[src/rtl/l0_skew_fifo_pkg.sv]
// Shared constants for the input-side skew FIFO.
// Provides default geometry (row lanes, bits per lane, entries per lane) and
// the pointer width helper: log2(depth) address bits plus one wrap bit.
package l0_skew_fifo_pkg;

  localparam int ROW_DEF   = 8;
  localparam int BW_DEF    = 4;
  localparam int DEPTH_DEF = 64;

  function automatic int ptr_width(input int depth);
    return $clog2(depth) + 1;
  endfunction

endpackage

[src/rtl/l0_lane_fifo.sv]
// Single-lane first-word-fall-through FIFO.
// Ports:
//   clk, reset      clock, asynchronous active-high reset (pointers only)
//   din, push       write data and write strobe (ignored while full)
//   pop             pop request (no effect while empty)
//   dout            head entry, zero while empty
//   empty, full     status from wrap-bit pointer compare
//   underflow       pulse: pop requested on an empty lane
module l0_lane_fifo
  import l0_skew_fifo_pkg::*;
#(
  parameter int bw    = BW_DEF,
  parameter int depth = DEPTH_DEF
) (
  input  logic          clk,
  input  logic          reset,
  input  logic [bw-1:0] din,
  input  logic          push,
  input  logic          pop,
  output logic [bw-1:0] dout,
  output logic          empty,
  output logic          full,
  output logic          underflow
);

  localparam int PW = ptr_width(depth);
  localparam int AW = PW - 1;

  logic [bw-1:0] mem [depth];
  logic [PW-1:0] wr_ptr;
  logic [PW-1:0] rd_ptr;

  assign empty = (wr_ptr == rd_ptr);
  // Same slot but opposite wrap bit: writer is a full lap ahead.
  assign full  = (wr_ptr[AW-1:0] == rd_ptr[AW-1:0]) && (wr_ptr[AW] != rd_ptr[AW]);

  always_ff @(posedge clk or posedge reset) begin
    if (reset) begin
      wr_ptr <= '0;
      rd_ptr <= '0;
    end else begin
      if (push && !full) wr_ptr <= wr_ptr + PW'(1);
      if (pop && !empty) rd_ptr <= rd_ptr + PW'(1);
    end
  end

  // Storage is deliberately not reset; pointers alone define validity.
  always_ff @(posedge clk) begin
    if (push && !full) mem[wr_ptr[AW-1:0]] <= din;
  end

  assign dout      = empty ? '0 : mem[rd_ptr[AW-1:0]];
  assign underflow = pop && empty;

endmodule

[src/rtl/l0_skew_fifo.sv]
// Input-side activation buffer for the MAC array west edge.
// A full row vector is written in one cycle; each rd launches a diagonal pop
// wavefront so lane i pops i cycles after lane 0.
// Ports:
//   clk, reset    clock, asynchronous active-high reset
//   in, wr        row*bw write word and strobe (dropped while o_full)
//   rd            launches one skewed pop wavefront
//   out           lane heads, zero for empty lanes
//   o_full        any lane full;   o_ready = ~o_full
//   o_valid       every lane non-empty
//   o_busy        a wavefront is still in flight
//   o_underflow   sticky: some lane pop found its lane empty
module l0_skew_fifo
  import l0_skew_fifo_pkg::*;
#(
  parameter int row   = ROW_DEF,
  parameter int bw    = BW_DEF,
  parameter int depth = DEPTH_DEF
) (
  input  logic              clk,
  input  logic              reset,
  input  logic [row*bw-1:0] in,
  input  logic              wr,
  input  logic              rd,
  output logic [row*bw-1:0] out,
  output logic              o_full,
  output logic              o_ready,
  output logic              o_valid,
  output logic              o_busy,
  output logic              o_underflow
);

  logic [row-1:0] rd_en;
  logic [row-1:0] lane_empty;
  logic [row-1:0] lane_full;
  logic [row-1:0] lane_uflow;
  logic           push;

  // Gate on the global full flag so lanes never diverge on writes.
  assign push = wr && !o_full;

  for (genvar i = 0; i < row; i++) begin : g_lane
    l0_lane_fifo #(
      .bw   (bw),
      .depth(depth)
    ) u_lane (
      .clk      (clk),
      .reset    (reset),
      .din      (in[i*bw +: bw]),
      .push     (push),
      .pop      (rd_en[i]),
      .dout     (out[i*bw +: bw]),
      .empty    (lane_empty[i]),
      .full     (lane_full[i]),
      .underflow(lane_uflow[i])
    );
  end

  // Skew shift register: bit i is the pop enable for lane i.
  always_ff @(posedge clk or posedge reset) begin
    if (reset) begin
      rd_en       <= '0;
      o_underflow <= 1'b0;
    end else begin
      rd_en <= {rd_en[row-2:0], rd};
      if (|lane_uflow) o_underflow <= 1'b1;
    end
  end

  assign o_full  = |lane_full;
  assign o_ready = !o_full;
  assign o_valid = &(~lane_empty);
  assign o_busy  = |rd_en;

endmodule

[config.mk]
export PLATFORM = sky130hd
export DESIGN_NAME = l0_skew_fifo
export DESIGN_NICKNAME = d
export VERILOG_FILES = /design/src/rtl/l0_skew_fifo_pkg.sv /design/src/rtl/l0_lane_fifo.sv /design/src/rtl/l0_skew_fifo.sv
export SDC_FILE = /design/constraint.sdc
export NUM_CORES = 2
export LEC_CHECK = 0
export CORE_MARGIN = 4
export CORE_UTILIZATION = 60
export DETAILED_ROUTE_END_ITERATION = 10
export PLACE_DENSITY_LB_ADDON = 0.3
export SKIP_CTS_REPAIR_TIMING = 1
export SLEW_MARGIN = 10
export SYNTH_ARGS = -nofsm -noshare
export SYNTH_HDL_FRONTEND = slang
export SYNTH_SLANG_ARGS = --single-unit
[constraint.sdc]
create_clock -name clk -period 5.29 [get_ports clk]
set_clock_uncertainty 0.1 [all_clocks]
set_input_delay 0.529 -clock clk [delete_from_list [all_inputs] [get_ports clk]]
set_output_delay 0.529 -clock clk [all_outputs]
set_load 0.02 [all_outputs]
==> flow_summary.yaml <==
setup_path:
  worstSetupPathType: "flip-flop to primary output"
  critical_path.endpoint_type: "primary output"
  cp_cell_sequence: "xnor2_1, nand4_1, nor3b_1, nor4_4, nand2_4, buf_12, clkdlybuf4s50_1"
  r2r_end: "g_lane[5].u_lane.mem[8][2]"
  crit_fanout: 96
  worstPathRequired_ns: 4.66
  cpPeakStageDelay_ns: 0.86
  regToRegSetupSlack_ns: 0.61
  cp_slowest_cell: "nor3b_1"
  arrival_ns: 4.44
  critPathTopFamily: "simple AND/OR/NAND/NOR gates"
  r2r_cells: 9
  crit_buf_inv: 2
  startpoint_type: "flip-flop"
  r2r_start: "g_lane[5].u_lane.rd_ptr[4]"
synth:
  yosysTopAreaCellShare: 0.6944
  ys_seq_area_frac: 0.7286
  synth_fp_nets: 4947
  synth_seq_cells: 2169
  synthTopCellsByArea: "edfxtp_1 69%, mux4_2 12%, dfrtp_1 3.4%"
  synth_edf_count: 2048
  synth_cell_types: 70
  syn_avg_cell_area_sq_um: 18.09
  async_flop_share: 0.05579
  syn_area_sq_um: 88560
  syn_inst: 4895
  synth_ff_type: "edfxtp_1"
  synth_warnings: 0
  synth.largest_area_cell: "edfxtp_1"
placement:
  globalplace.congestion: 0.8449
  dp.final_hpwl_um: 117100
  placedInstanceArea_sq_um: 90600
  dp_cells: 6609
  io_buffer_count: 72
global_routing:
  met1_usage: 0.3794
  grt_pass1_wl_um: 296900
  grt_pass1_vias: 46620
  grt_max_degree: 97
  gr-usage-met2: 0.3980
  grt_overflow_total: 0
  grt_util_met3: 0.04705
  antenna_found_initial: 5
  top_usage_layer: "met2"
  grt_usage: 0.2552
clocking:
  clock_path_buffers: 3
  cts_tree: "yes"
  htreeDepth: 4
  cts_sinks: 2169
  cts-buffers-inserted: 207
  root_buffer: "clkbuf_16"
  path_clk_slew_ns: 0.06
  clk_latency_ns: 0.82
layout:
  nets: 4956
  postLayoutCellArea_sq_um: 97230
  multi_input_area_sq_um: 22320
  n_fill_cell: 9404
  register_area_sq_um: 64580
  drive_gt1_frac: 0.1918
  mostFrequentLayoutCell: "edfxtp_1"
  layout.cells.most_common_list: "2048 x edfxtp_1, 455 x mux4_2, 294 x nor3_1, 279 x nor2_1, 212 x mux2i_1"
  syn_to_final_growth_pct: 9.790
  stdcell_count: 6992
sta:
  finalMaxSlewViolations: 0
  rsz0062_at_grt: "false"
  tightest_slew_ns: 1.240
  fin_tns_setup_ns: 0
  max_freq_ghz: 0.1972
  hold_viol_final: 0
  slew_headroom: 0.1735
  setup_viol: 0
  fin_crit_ns: 5.070
  period_share: 0.9584
worst_hold_path:
  worstHoldStart: "in[4]"
  min_to: "g_lane[1].u_lane.mem[4][0]"
  hp-class: "input port to flip-flop"
  holdPathStages: 1
drt:
  wirelength_um: 193200
  via_per_inst: 6.616
  vias: 46260
  postRouteAntennaNets: 0
  drc: 0
  wl_per_cell_um: 27.63
  drt_iter0_markers: 5348
  drtPass1Iterations: 6
power:
  power_density_nw_per_um2: 529.6
  irDropWorstVdd_v: 0.0006607
  leakagePower_uw: 0.03070
floorplan:
  dieArea_sq_um: 153800
  die_x_um: 392.2
  start_util: 0.6062
  io_pins: 73
  core.rowCount: 140
  design.core.area_sq_um: 146100
  die_h_um: 392.2
flow_run:
  maxCapViolations: 0
outcome:
  status: "complete, no violations"
worst reg2reg max path, delay by kind of cell, from the launching register on:
family	cells	cell delay, ns
AND/OR/NAND/NOR	6	2.48
XOR/XNOR	1	0.16
buffers and inverters	2	0.82
flip-flops	1	0.75
area by class of cell:
class,instances,area share
Sequential cell,2169,0.6642
Tap cell,1917,0.02467
Inverter,25,0.001017
Clock buffer,271,0.05755
Multi-Input combinational cell,2347,0.2296
Antenna cell,1,0.00002574
Clock inverter,108,0.01001
Timing Repair Buffer,154,0.01289
synth_stat cells (all sizes together), types with 6 or more instances:
cell type and instances:
mux2 35, dfrtp 121, a22oi 27, nand3 88, o21ai 63, a32oi 6, edfxtp 2048, inv 22
nand4 33, or3b 14, mux4 455, a221oi 11, nand2b 28, a31oi 13, and2 8, a21oi 58
or4 7, nor3 296, buf 238, o2111ai 6, nor2 285, mux2i 212, or2 23, a221o 7
xor2 52, nor2b 48, clkbuf 116, nand3b 33, xnor2 95, nor3b 8, a2111oi 8, nand2 148
o22ai 44, o221ai 15, ha 16, nor4 88, a211oi 30, or3 31
logic make-up after synthesis:
family          Yosys count  share of synthesized area
fa+ha+maj                16                   0.002261
flops                  2169                     0.7286
simple gates           1149                    0.06549
xor+xnor                147                    0.01454
compound gates          333                    0.02536
buf+inv                 379                    0.01960
mux                     702                     0.1441
power breakdown:
group	switching [uW]	leakage [uW]	internal [uW]
combinational	8980	0.00759	6700
clock	6140	0.00323	8240
sequential	1640	0.0199	19800
total	16800	0.0307	34700
stage by stage:
step           total power, uW  hold WS (ns)  worst slack, ns  utilization
6_report                 51490       0.05970           0.2201       0.6655
5_1_grt                  53620       0.04331         0.006450       0.6655
4_1_cts                  51610      -0.03332           0.1423       0.6651
3_5_place_dp             37300        0.3151           0.7017       0.6202
3_3_place_gp             37080        0.3156           0.9148       0.6202
2_1_floorplan            32380        0.2870            1.447            -
flip-flops by register name, indices dropped and copies added (netlist names):
register              cells
rd_en                     8
o_underflow               1
g_lane.u_lane.wr_ptr     56
g_lane.u_lane.mem      2048
g_lane.u_lane.rd_ptr     56
per-layer routing:
| layer | share of wire | vias to the layer above |
|---|---|---|
| met5 | 0.00013 | - |
| met1 | 0.40 | 23980 |
| met3 | 0.088 | 329 |
| met4 | 0.024 | 4 |
| li1 | - | 19750 |
| met2 | 0.48 | 2203 |
worst max-delay path by stage:
stage          cells past startpoint                          end                       start
6_report                           7                       o_full  g_lane[5].u_lane.rd_ptr[4]
5_1_grt                            8                      out[31]  g_lane[7].u_lane.rd_ptr[0]
4_1_cts                            6                      out[30]  g_lane[7].u_lane.rd_ptr[0]
3_5_place_dp                       9   g_lane[5].u_lane.mem[8][0]  g_lane[5].u_lane.rd_ptr[1]
3_3_place_gp                       9  g_lane[5].u_lane.mem[48][2]  g_lane[5].u_lane.rd_ptr[1]
2_1_floorplan                      1   g_lane[0].u_lane.rd_ptr[0]                       reset
Note: power is estimated with default switching activity, not from simulation.
